$ cat config.mk
export PLATFORM = sky130hd
export DESIGN_NAME = photo_load_sched_flat
export DESIGN_NICKNAME = d
export VERILOG_FILES = /design/src/rtl/photo_pkg.sv /design/src/rtl/photo_load_sched_if.sv /design/src/rtl/photo_win_calc.sv /design/src/rtl/photo_load_sched.sv /design/src/flat_wrapper.sv
export SDC_FILE = /design/constraint.sdc
export NUM_CORES = 1
export LEC_CHECK = 0
export BUFFER_PORTS_ARGS = -buffer_cell sky130_fd_sc_hd__buf_2
export CELL_PAD_IN_SITES_DETAIL_PLACEMENT = 1
export CELL_PAD_IN_SITES_GLOBAL_PLACEMENT = 1
export CORE_MARGIN = 3
export CORE_UTILIZATION = 50
export CTS_CLUSTER_DIAMETER = 150
export CTS_CLUSTER_SIZE = 24
export DETAILED_ROUTE_END_ITERATION = 7
export PLACE_DENSITY_LB_ADDON = 0.1
export SYNTH_ARGS = -nofsm -noshare
export SYNTH_HDL_FRONTEND = slang
export SYNTH_HIERARCHICAL = 1
export SYNTH_SLANG_ARGS = --single-unit
$ cat constraint.sdc
create_clock -name clk -period 11.2 [get_ports clk]
set_clock_uncertainty 0.2 [all_clocks]
set_input_delay 0 -clock clk [delete_from_list [all_inputs] [get_ports clk]]
set_output_delay 0 -clock clk [all_outputs]
set_load 0.005 [all_outputs]
$ cat src/rtl/photo_pkg.sv
// Shared definitions for the photo load scheduler.
// Holds the scheduler state encoding, the default image geometry and the
// sector-count constants derived from it. Default geometry is a 640x480
// background followed by 46 sprites of 24320 pixels, stored as RGB565, so
// 256 pixels fill one 512-byte SD sector.
package photo_pkg;

  localparam int          BG_PIX_DEF    = 307200;
  localparam int          PIC_PIX_DEF   = 24320;
  localparam int          PHOTO_NUM_DEF = 46;
  localparam int          SEC_PIX_DEF   = 256;
  localparam logic [31:0] BASE_SEC_DEF  = 32'd16640;

  localparam int BG_SEC_DEF  = BG_PIX_DEF / SEC_PIX_DEF;   // 1200
  localparam int PIC_SEC_DEF = PIC_PIX_DEF / SEC_PIX_DEF;  // 95

  localparam logic [1:0]  RETRY_MAX  = 2'd3;
  localparam logic [1:0]  SETTLE_LD  = 2'd3;    // down-count 3..0 = 4 cycles
  localparam logic [15:0] WD_LIMIT   = 16'hFFFF;

  typedef enum logic [2:0] {
    ST_IDLE,
    ST_LOAD,
    ST_SETTLE,
    ST_ISSUE,
    ST_WAIT_HI,
    ST_WAIT_LO,
    ST_NEXT,
    ST_DONE
  } state_e;

endpackage

$ cat src/rtl/photo_load_sched_if.sv
// SD-controller read handshake between the scheduler and the SD controller.
//   rd_start_en  one-cycle sector-read request (scheduler -> SD)
//   rd_sec_addr  sector address, held until rd_busy falls (scheduler -> SD)
//   rd_busy      SD read in progress (SD -> scheduler)
//   wr_en        one pulse per received 16-bit pixel (SD -> scheduler)
interface photo_load_sched_if;
  logic        rd_start_en;
  logic [31:0] rd_sec_addr;
  logic        rd_busy;
  logic        wr_en;

  modport master (output rd_start_en, output rd_sec_addr,
                  input  rd_busy,     input  wr_en);
  modport slave  (input  rd_start_en, input  rd_sec_addr,
                  output rd_busy,     output wr_en);
endinterface

$ cat src/rtl/photo_win_calc.sv
// SDRAM write-window and SD sector-base generator.
// On each load strobe it steps to the next image: image 0 gets [0, BG_PIX),
// every sprite gets the PIC_PIX-wide window following the previous one.
// The sector base is a running sum of previous images' sector counts, so no
// multiplier is needed.
// Ports: clk, rst (async, active high), load (advance strobe), first (the
// image being loaded is the background), win_min_addr/win_max_addr (window,
// max exclusive), sec_base (sector offset of the image being loaded).
module photo_win_calc
  import photo_pkg::*;
#(
  parameter int BG_PIX  = BG_PIX_DEF,
  parameter int PIC_PIX = PIC_PIX_DEF,
  parameter int BG_SEC  = BG_SEC_DEF,
  parameter int PIC_SEC = PIC_SEC_DEF
) (
  input  logic        clk,
  input  logic        rst,
  input  logic        load,
  input  logic        first,
  output logic [20:0] win_min_addr,
  output logic [20:0] win_max_addr,
  output logic [31:0] sec_base
);

  logic [20:0] min_q, min_d, max_q, max_d;
  logic [31:0] base_q, base_d, next_q, next_d;

  always_comb begin
    min_d  = min_q;
    max_d  = max_q;
    base_d = base_q;
    next_d = next_q;
    if (load) begin
      if (first) begin
        min_d  = '0;
        max_d  = 21'(BG_PIX);
        base_d = '0;
        next_d = 32'(BG_SEC);
      end else begin
        min_d  = max_q;
        max_d  = max_q + 21'(PIC_PIX);
        base_d = next_q;
        next_d = next_q + 32'(PIC_SEC);
      end
    end
  end

  always_ff @(posedge clk or posedge rst) begin
    if (rst) begin
      min_q  <= '0;
      max_q  <= 21'(BG_PIX);
      base_q <= '0;
      next_q <= '0;
    end else begin
      min_q  <= min_d;
      max_q  <= max_d;
      base_q <= base_d;
      next_q <= next_d;
    end
  end

  assign win_min_addr = min_q;
  assign win_max_addr = max_q;
  assign sec_base     = base_q;

endmodule

$ cat src/rtl/photo_load_sched.sv
// Photo load scheduler: streams the background and all sprites from SD card
// into SDRAM one sector at a time, re-reading short sectors a few times.
// Optional feature: define PHOTO_SCHED_TIMEOUT_EN to add a 16-bit watchdog
// on the read handshake and the sticky timeout_err output.
// Ports: clk, rst (async, active high), start (one-cycle go), sd (SD read
// handshake, master side), win_min_addr/win_max_addr (SDRAM write window),
// wr_load (SDRAM write-port reset pulse), photo_load_cnt (image index),
// busy, done, timeout_err (only with PHOTO_SCHED_TIMEOUT_EN).
module photo_load_sched
  import photo_pkg::*;
#(
  parameter int          BG_PIX    = BG_PIX_DEF,
  parameter int          PIC_PIX   = PIC_PIX_DEF,
  parameter int          PHOTO_NUM = PHOTO_NUM_DEF,
  parameter logic [31:0] BASE_SEC  = BASE_SEC_DEF,
  parameter int          SEC_PIX   = SEC_PIX_DEF
) (
  input  logic                clk,
  input  logic                rst,
  input  logic                start,
  photo_load_sched_if.master  sd,
  output logic [20:0]         win_min_addr,
  output logic [20:0]         win_max_addr,
  output logic                wr_load,
  output logic [7:0]          photo_load_cnt,
  output logic                busy,
  output logic                done
`ifdef PHOTO_SCHED_TIMEOUT_EN
  ,
  output logic                timeout_err
`endif
);

  localparam int         BG_SEC   = BG_PIX / SEC_PIX;
  localparam int         PIC_SEC  = PIC_PIX / SEC_PIX;
  localparam logic [8:0] PIX_FULL = 9'(SEC_PIX);

  state_e      state_q, state_d;
  logic [7:0]  img_q, img_d;
  logic [15:0] sec_q, sec_d;
  logic [1:0]  retry_q, retry_d;
  logic [1:0]  settle_q, settle_d;
  logic [8:0]  pix_q, pix_d;
  logic [31:0] addr_q, addr_d;
  logic        hi_q, hi_d;
  logic        adv;
  logic [15:0] sec_last;
  logic [31:0] sec_base;
`ifdef PHOTO_SCHED_TIMEOUT_EN
  logic [15:0] wd_q, wd_d;
  logic        err_q, err_d;
`endif

  photo_win_calc #(
    .BG_PIX  (BG_PIX),
    .PIC_PIX (PIC_PIX),
    .BG_SEC  (BG_SEC),
    .PIC_SEC (PIC_SEC)
  ) u_win (
    .clk          (clk),
    .rst          (rst),
    .load         (state_q == ST_LOAD),
    .first        (img_q == 8'd0),
    .win_min_addr (win_min_addr),
    .win_max_addr (win_max_addr),
    .sec_base     (sec_base)
  );

  assign sec_last = (img_q == 8'd0) ? 16'(BG_SEC - 1) : 16'(PIC_SEC - 1);

  always_comb begin
    state_d  = state_q;
    img_d    = img_q;
    sec_d    = sec_q;
    retry_d  = retry_q;
    settle_d = settle_q;
    hi_d     = hi_q;
    addr_d   = addr_q;
    adv      = 1'b0;
    pix_d    = pix_q;
    if (state_q == ST_ISSUE)
      pix_d = '0;
    else if (sd.wr_en && pix_q != 9'h1FF)
      pix_d = pix_q + 9'd1;
`ifdef PHOTO_SCHED_TIMEOUT_EN
    err_d = err_q;
    wd_d  = '0;
`endif

    case (state_q)
      ST_IDLE, ST_DONE: begin
        if (start) begin
          img_d   = '0;
          sec_d   = '0;
          retry_d = '0;
          state_d = ST_LOAD;
        end
      end
      ST_LOAD: begin
        settle_d = SETTLE_LD;
        state_d  = ST_SETTLE;
      end
      ST_SETTLE: begin
        if (settle_q == 2'd0) state_d = ST_ISSUE;
        else                  settle_d = settle_q - 2'd1;
      end
      ST_ISSUE: begin
        // rd_busy already up here counts as the rising edge having been seen
        hi_d    = sd.rd_busy;
        state_d = ST_WAIT_HI;
      end
      ST_WAIT_HI: if (sd.rd_busy || hi_q) state_d = ST_WAIT_LO;
      ST_WAIT_LO: if (!sd.rd_busy) state_d = ST_NEXT;
      ST_NEXT: begin
        if (pix_q == PIX_FULL || retry_q == RETRY_MAX) begin
          adv = 1'b1;
        end else begin
          retry_d = retry_q + 2'd1;
          state_d = ST_ISSUE;
        end
      end
      default: state_d = ST_IDLE;
    endcase

`ifdef PHOTO_SCHED_TIMEOUT_EN
    if (state_q == ST_WAIT_HI || state_q == ST_WAIT_LO) begin
      if (wd_q == WD_LIMIT) begin
        if (retry_q == RETRY_MAX) begin
          err_d = 1'b1;
          adv   = 1'b1;
        end else begin
          retry_d = retry_q + 2'd1;
          state_d = ST_ISSUE;
        end
      end else begin
        wd_d = wd_q + 16'd1;
      end
    end
`endif

    if (adv) begin
      retry_d = '0;
      if (sec_q == sec_last) begin
        sec_d   = '0;
        img_d   = img_q + 8'd1;
        state_d = (img_q == 8'(PHOTO_NUM)) ? ST_DONE : ST_LOAD;
      end else begin
        sec_d   = sec_q + 16'd1;
        state_d = ST_ISSUE;
      end
    end

    // latch the address on entry to ISSUE so it stays put through the read
    if (state_d == ST_ISSUE && state_q != ST_ISSUE)
      addr_d = BASE_SEC + sec_base + {16'd0, sec_d};
  end

  always_ff @(posedge clk or posedge rst) begin
    if (rst) begin
      state_q  <= ST_IDLE;
      img_q    <= '0;
      sec_q    <= '0;
      retry_q  <= '0;
      settle_q <= '0;
      pix_q    <= '0;
      addr_q   <= '0;
      hi_q     <= 1'b0;
`ifdef PHOTO_SCHED_TIMEOUT_EN
      wd_q     <= '0;
      err_q    <= 1'b0;
`endif
    end else begin
      state_q  <= state_d;
      img_q    <= img_d;
      sec_q    <= sec_d;
      retry_q  <= retry_d;
      settle_q <= settle_d;
      pix_q    <= pix_d;
      addr_q   <= addr_d;
      hi_q     <= hi_d;
`ifdef PHOTO_SCHED_TIMEOUT_EN
      wd_q     <= wd_d;
      err_q    <= err_d;
`endif
    end
  end

  assign sd.rd_start_en = (state_q == ST_ISSUE);
  assign sd.rd_sec_addr = addr_q;
  assign wr_load        = (state_q == ST_LOAD);
  assign photo_load_cnt = img_q;
  assign busy           = (state_q != ST_IDLE) && (state_q != ST_DONE);
  assign done           = (state_q == ST_DONE);
`ifdef PHOTO_SCHED_TIMEOUT_EN
  assign timeout_err    = err_q;
`endif

endmodule

$ cat src/flat_wrapper.sv
// flat-port wrapper written by rule: the top's interface ports become plain ports
module photo_load_sched_flat import photo_pkg::*;
#(
  parameter int          BG_PIX    = BG_PIX_DEF,
  parameter int          PIC_PIX   = PIC_PIX_DEF,
  parameter int          PHOTO_NUM = PHOTO_NUM_DEF,
  parameter logic [31:0] BASE_SEC  = BASE_SEC_DEF,
  parameter int          SEC_PIX   = SEC_PIX_DEF
)
  (clk, rst, start, win_min_addr, win_max_addr, wr_load, photo_load_cnt, busy, done, sd_rd_start_en, sd_rd_sec_addr, sd_rd_busy, sd_wr_en);
  photo_load_sched_if sd_i ();
  input  logic clk;
  input  logic rst;
  input  logic start;
  output logic [20:0] win_min_addr;
  output logic [20:0] win_max_addr;
  output logic wr_load;
  output logic [7:0] photo_load_cnt;
  output logic busy;
  output logic done;
  output wire logic [$bits(sd_i.rd_start_en)-1:0] sd_rd_start_en;
  output wire logic [$bits(sd_i.rd_sec_addr)-1:0] sd_rd_sec_addr;
  input wire logic [$bits(sd_i.rd_busy)-1:0] sd_rd_busy;
  input wire logic [$bits(sd_i.wr_en)-1:0] sd_wr_en;
  assign sd_rd_start_en = sd_i.rd_start_en;
  assign sd_rd_sec_addr = sd_i.rd_sec_addr;
  assign sd_i.rd_busy = sd_rd_busy;
  assign sd_i.wr_en = sd_wr_en;
  photo_load_sched #(.BG_PIX(BG_PIX), .PIC_PIX(PIC_PIX), .PHOTO_NUM(PHOTO_NUM), .BASE_SEC(BASE_SEC), .SEC_PIX(SEC_PIX)) u_core (.clk(clk), .rst(rst), .start(start), .sd(sd_i), .win_min_addr(win_min_addr), .win_max_addr(win_max_addr), .wr_load(wr_load), .photo_load_cnt(photo_load_cnt), .busy(busy), .done(done));
endmodule
==> results of run 1 <==
per-layer routing:
| layer | vias up | track usage, % | wire length (um) |
|---|---|---|---|
| met5 | - | 0 | 0 |
| met4 | 0 | 7.55 | 405 |
| met3 | 35 | 4.60 | 744 |
| met2 | 128 | 40.3 | 11400 |
| met1 | 3653 | 34.1 | 10800 |
| li1 | 3464 | - | - |
state kept, by name (all words and copies together), names as in the netlist, 3 cells and up:
signal,count
u_core/u_win/next_q,32
u_core/sec_q,16
u_core/u_win/sec_base,32
u_core/u_win/win_min_addr,14
u_core/sd.rd_sec_addr,32
u_core/state_q,3
u_core/pix_q,9
u_core/u_win/win_max_addr,13
u_core/photo_load_cnt,8
synthesized netlist by cell type, drive strengths merged, types with 9 or more instances:
| cell type | n |
|---|---|
| o2bb2ai | 29 |
| dfrtp | 160 |
| ha | 43 |
| nand3 | 42 |
| or3 | 9 |
| a21oi | 37 |
| buf | 33 |
| xor2 | 22 |
| and3 | 19 |
| nor2 | 76 |
| xnor2 | 36 |
| o21ai | 92 |
| clkbuf | 26 |
| nand2 | 122 |
| nor3 | 25 |
| nor4 | 11 |
| a22o | 18 |
| a31oi | 9 |
| nand4 | 12 |
| inv | 31 |
power by group through the flow:
stage,Combinational (mW),Clock (mW),Sequential (mW)
floorplan,0.427,0,0.795
global placement,0.568,0,0.831
detailed placement,0.586,0,0.835
CTS,0.595,0.604,0.827
global route,0.661,0.635,0.849
finish,0.588,0.591,0.829
metrics by stage:
| step | area, um^2 | total power [mW] | hold WS (ns) | instances |
|---|---|---|---|---|
| 4_1_cts | 10000 | 2.03 | 0.0258 | 1248 |
| 5_1_grt | 10000 | 2.15 | 0.0457 | 1248 |
| 6_report | 10000 | 2.01 | 0.000678 | 1248 |
| 2_1_floorplan | 8980 | 1.22 | -0.0484 | 955 |
| 3_3_place_gp | 9410 | 1.40 | -0.0605 | 1212 |
| 3_5_place_dp | 9410 | 1.42 | -0.0630 | 1212 |
area by class of cell:
| class | instances | area, um^2 | area share [%] |
|---|---|---|---|
| clock inverter | 12 | 146 | 1.46 |
| tap | 225 | 282 | 2.80 |
| clock buffer | 20 | 447 | 4.45 |
| multi-input combinational | 700 | 4420 | 44.0 |
| timing repair buffer | 95 | 518 | 5.16 |
| inverter | 32 | 121 | 1.21 |
| sequential | 164 | 4110 | 40.9 |
worst min path at each step:
stage,start,endpoint,slack (ns),depth (start not counted)
floorplan,sd_rd_busy,u_core/hi_q,-0.05,1
global placement,rst,u_core/u_win/win_min_addr[15],-0.06,2
detailed placement,rst,u_core/u_win/win_min_addr[15],-0.06,2
CTS,rst,u_core/u_win/win_min_addr[15],0.03,3
global route,rst,u_core/u_win/win_min_addr[15],0.05,3
finish,rst,u_core/u_win/win_min_addr[15],0.0007,3
kinds of logic (layout without fill, tap and decap cells):
family,after synthesis,count (layout),share of synthesized area [%]
xor+xnor,58,58,5.68
buf+inv,91,159,5.13
simple gates,352,352,19.4
flops,164,164,45.9
compound gates,228,228,16.4
fa+ha+maj,44,44,6.23
other cells,1,8,0.0419
mux,10,10,1.17
critical path: stages (launching register included):
cell      delay (ns)
dfrtp_1         0.41
inv_1           0.10
ha_1            0.13
nor4bb_1        0.50
a21oi_1         0.26
nor2_1          0.48
nand2b_1        0.48
o21ai_0         0.52
ha_1            0.23
ha_1            0.20
fa_1            0.24
a21oi_1         0.11
nand4b_1        0.27
a31oi_1         0.40
o21ai_1         0.30
nor4_1          0.40
xnor2_1         0.16
o21ai_0         0.08
==> metrics.md, run 1 <==
| Metric | Value |
|---|---|
| Status | completed |
| CTS tree | yes |
| ANT cells | 0 |
| Req. time, crit path | 11.30 ns |
| Slew Limit Fails | 0 |
| Synth area leaders | dfrtp_1 45%, ha_1 6.0%, nand2_1 5.1% |
| Yosys reg bits | 164 |
| Max-cap violation count | 0 |
| Asr flop ratio synth | 100% |
| Die X-Extent | 140 um |
| Synth Warn # | 6 |
| Cell taking the most area after synthesis | dfrtp_1 |
| Htree depth | 4 |
| Share of post-route cells with drive strength above 1 | 14.6% |
| Flop-to-flop setup slack | 5.60 ns |
| Final Core Density | 57.7% |
| Final setup violating endpoints | 0 |
| Avg Cell Area, Syn | 9.44 um^2 |
| VDD IR-drop max | 0.130 mV |
| # nets final | 1059 |
| Most common cell after layout, fill and taps aside | dfrtp_1 |
| Port bufs | 82 |
| Die Y | 140 um |
| CTS Hold Buffers Added | 4 |
| Clk buf depth | 2 |
| First-pass GRT wire length | 39600 um |
| Fin worst setup slack | 5.60 ns |
| Remaining antenna violation count after routing | 0 |
| Cells after Synth | 948 |
| Post-DP HPWL | 16100 um |
| Net Sw Power | 0.749 mW |
| RSZ-0062 raised after global routing | no |
| Most used flip-flop cell after synthesis | dfrtp_1 |
| Total grt overflow | 0 |
| Mapped cell area | 8950 um^2 |
| Cts repair resizes | 0 |
| CTS clock-pin slew for the worst setup and hold paths | 0.07 ns |
| DRT Pass-1 Iters | 5 |
| Most frequent cells in the layout | 160 x dfrtp_1, 121 x nand2_1, 85 x o21ai_0 |
| End of the critical path | u_core/sd.rd_sec_addr[31] |
| Post-DR vias/cell | 5.83 |
| Switch share | 37.3% |
| Sequential power share | 41.3% |
| Startpoint Class | register |
| Fmax | 0.179 GHz |
| Comb pwr share | 29.3% |
| # clock sinks | 164 |
| Via count of the first global-routing pass | 7675 |
| # fillers | 2002 |
| # DRC | 0 |
| Gr usage total | 24.8% |
| Leak | 4.69 nW |
| P&R area growth vs syn | 12.2% |
| Final hold vios | 0 |
| Minimum clock period | 5.60 ns |
| Vias | 7280 |
| Routed WL | 23300 um |
| Share of the synthesized area in the top cell type | 44.7% |
| Worst Hold Class | input pin to async pin |
| Core area | 17400 um^2 |
| Worst setup path start | u_core/pix_q[1] |
| Initial Utilization | 51.4% |
| Post-synth EDFFs | 0 |
| Crit share post-route | 50.0% |
| Full die area | 19500 um^2 |
| Largest net degree at the start of global routing | 74 |
| Internal | 1.26 mW |
| Slew margin rel. | 35.8% |
| Initial antenna violation count | 0 |
| # rows | 48 |
| Reg2reg end | u_core/sd.rd_sec_addr[31] |
| Clock buffer count from CTS | 17 |
| Worst slew pin tran | 0.959 ns |
| Clock power share | 29.4% |
| Root Buffer | clkbuf_16 |
| Setup bufs post-CTS | 0 |
| Post-synth cell types | 71 |
| Detailed-route wire length per cell | 18.7 um |
| Initial DRC Count | 448 |
| Worst-skew pair later-pin latency | 0.44 ns |
| Sequential area share after synthesis | 45.9% |
| Crit path DAT | 5.70 ns |
| Setup TNS | 0 ns |
| Worst setup path class | register to register |
| Worst reg2reg path depth | 17 |
| Worst r2r src | u_core/pix_q[1] |
| CP Capture Type | register |
| GPL Wtd Cong | 0.843 |
| Boundary Pins | 91 |
| Pre-CTS WS | 5.65 ns |
| Worst-path fanout max | 16 |
| Pwr dens | 200 nW/um^2 |
Power figures use the tool's default switching activity.
==> run 2, diff against run 1 <==
- ABC_AREA: unset -> 1
- CORE_UTILIZATION: 50 -> 44
- clock period: 11.2 -> 5.3 ns (I/O delays scaled with it)
==> metrics.md, run 2 <==
| Metric | Value |
|---|---|
| Post-synth EDFFs | 0 |
| Largest net degree at the start of global routing | 76 |
| Setup bufs post-CTS | 0 |
| Commonest cells post-synth | 440 x nand2_1, 190 x inv_1, 160 x dfrtp_1 |
| Die X-Extent | 158 um |
| Worst-path fanout max | 16 |
| Status | completed |
| Post-DR vias/cell | 5.24 |
| Yosys reg bits | 164 |
| Htree depth | 4 |
| First-pass GRT wire length | 49300 um |
| DRT Pass-1 Iters | 5 |
| Avg Cell Area, Syn | 7.18 um^2 |
| Startpoint Class | register |
| Total grt overflow | 0 |
| Core area | 22700 um^2 |
| Cells after Synth | 1423 |
| Port bufs | 82 |
| CP Capture Type | register |
| Pwr dens | 413 nW/um^2 |
| Share of the synthesized area in the top cell type | 39.2% |
| # DRC | 0 |
| DR top layer | met4 |
| Multi-input logic area | 5110 um^2 |
| Die Y | 158 um |
| Routed metal-1 wire length | 14300 um |
| Worst setup path class | register to register |
| Most common cell after layout, fill and taps aside | nand2_1 |
| Slew Limit Fails | 0 |
| Initial DRC Count | 539 |
| P&R area growth vs syn | 12.0% |
| Sequential area share after synthesis | 40.2% |
| Post-synth cell types | 53 |
| Clk buf depth | 2 |
| Final hold vios | 0 |
| Vias | 9408 |
| # nets final | 1548 |
| Synth Warn # | 6 |
| RSZ-0062 raised after global routing | no |
| Met2 WL | 13900 um |
| Leak | 6.12 nW |
| # fillers | 2966 |
| Final non-filler cell area | 11400 um^2 |
| Slew margin rel. | 32.9% |
| Worst-skew pair later-pin latency | 0.43 ns |
| Fmax | 0.223 GHz |
| Cts repair resizes | 0 |
| Crit share post-route | 84.5% |
| Initial Utilization | 45.0% |
| Worst Hold Class | input pin to register |
| Most used flip-flop cell after synthesis | dfrtp_1 |
| Remaining antenna violation count after routing | 0 |
| CTS clock-pin slew for the worst setup and hold paths | 0.07 ns |
| Root Buffer | clkbuf_16 |
| Routed WL | 29500 um |
| Share of post-route cells with drive strength above 1 | 11.3% |
| ANT cells | 0 |
| Worst slew pin tran | 1.01 ns |
| Gr usage total | 24.5% |
| Most frequent cell after synthesis | nand2_1 |
| Placed instance count | 1760 |
| Full die area | 25100 um^2 |
| FF+latch area | 4110 um^2 |
| Setup TNS | 0 ns |
| Most frequent cells in the layout | 440 x nand2_1, 188 x inv_1, 160 x dfrtp_1 |
| CTS tree | yes |
| Cell taking the most area after synthesis | dfrtp_1 |
| Metal3 WL | 1010 um |
| # rows | 55 |
| Synth area leaders | dfrtp_1 39%, nand2_1 16%, inv_1 7.0% |
| # clock sinks | 164 |
| Post-DP HPWL | 22100 um |
| Minimum clock period | 4.48 ns |
| Pwr Total | 4.73 mW |
| Initial antenna violation count | 0 |
| Boundary Pins | 91 |
| Via count of the first global-routing pass | 9549 |
| Clock buffer count from CTS | 17 |
| Req. time, crit path | 5.47 ns |
| Mapped cell area | 10200 um^2 |
| Placed cell areas | 10800 um^2 |
| Post-route non-filler standard cell count | 1797 |
| Final setup violating endpoints | 0 |
| GPL Wtd Cong | 0.937 |
| VDD IR-drop max | 0.199 mV |
| Max-cap violation count | 0 |
| Crit path DAT | 4.64 ns |
| Asr flop ratio synth | 100% |
| Detailed-route wire length per cell | 16.4 um |
run 2: cell count changes after synthesis, sizes merged, moves of 17 or more:
cell,before,now
o2bb2ai,29,0
o21bai,0,34
a22o,18,0
inv,31,200
nor2,76,141
nand2,122,445
nand3,42,98
and3,19,2
xnor2,36,2
run 2: final timing paths:
kind	startpoint	endpoint	slack (ns)	depth (start not counted)
setup reg to reg	u_core/pix_q[0]	u_core/sd.rd_sec_addr[15]	0.82	24
setup / recovery	u_core/pix_q[0]	u_core/sd.rd_sec_addr[15]	0.82	24
hold reg to reg	u_core/u_win/win_min_addr[8]	u_core/u_win/win_min_addr[8]	0.28	2
hold / removal	sd_rd_busy	u_core/hi_q	0.14	4
max in group asynchronous	rst	u_core/u_win/sec_base[0]	3.20	5
min in group asynchronous	rst	u_core/photo_load_cnt[1]	0.22	4
run 2: logic make-up (layout without fill, tap and decap cells):
logic type               after synthesis  count (layout)  synth area share [%]
flip-flops                           164             164                  40.2
AO/OA/AOI/OAI                        193             193                  10.8
buffers and inverters                246             328                  10.1
AND/OR/NAND/NOR                      752             752                  31.4
other                                  1               8                0.0367
XOR/XNOR                              23              23                  1.97
adder cells (fa/ha/maj)               44              44                  5.46
run 2: timing repair:
| item | 4_1_cts | 5_1_grt |
|---|---|---|
| hold endpoints to repair | 107 | 0 |
| setup endpoints to repair | 0 | 0 |
| hold buffers | 5 | 0 |
run 2: through the flow:
stage / setup WS (ns) / utilization (%) / hold slack (ns)
final: 0.824 / 50.4 / 0.136
after global routing: 0.498 / 50.4 / 0.162
after CTS: 0.897 / 50.4 / 0.127
after detailed placement: 0.942 / 47.6 / -0.214
after global placement: 0.942 / 47.6 / -0.220
after floorplan: 1.80 / - / -0.0904
run 2: final cells by class:
type | count | share of cell area [%]
Tap cell | 285 | 3.12
Sequential cell | 164 | 35.9
Timing Repair Buffer | 95 | 4.55
Inverter | 201 | 6.60
Multi-Input combinational cell | 1020 | 44.7
Clock buffer | 17 | 3.72
Clock inverter | 15 | 1.42
run 2: critical path: stages, from the launching register on:
cell and delay (ns):
dfrtp_1 0.40, inv_1 0.10, ha_1 0.16, nand2_1 0.06
inv_1 0.05, nand2_1 0.04, nor2_1 0.11, nor2_2 0.07
nor2_4 0.33, inv_2 0.16, nor2_1 0.26, nand2_1 0.11
or2_0 0.21, a21oi_1 0.25, ha_1 0.30, ha_1 0.38
nand3_1 0.11, nand2_1 0.15, nand3_1 0.09, nand2_1 0.18
nand2_1 0.08, nand2_1 0.16, xor2_1 0.26, nand2_1 0.10
nand2_1 0.09
run 2: report_power, final:
part           switching, mW  internal, mW
sequential             0.230          1.54
combinational           1.13         0.558
clock                  0.598         0.671
total                   1.96          2.77
run 2: routing by layer:
metal,up-vias,global-route usage (%)
li1,4658,-
met1,4559,34.4
met2,163,40.6
met3,28,3.53
met4,0,5.20
met5,-,0
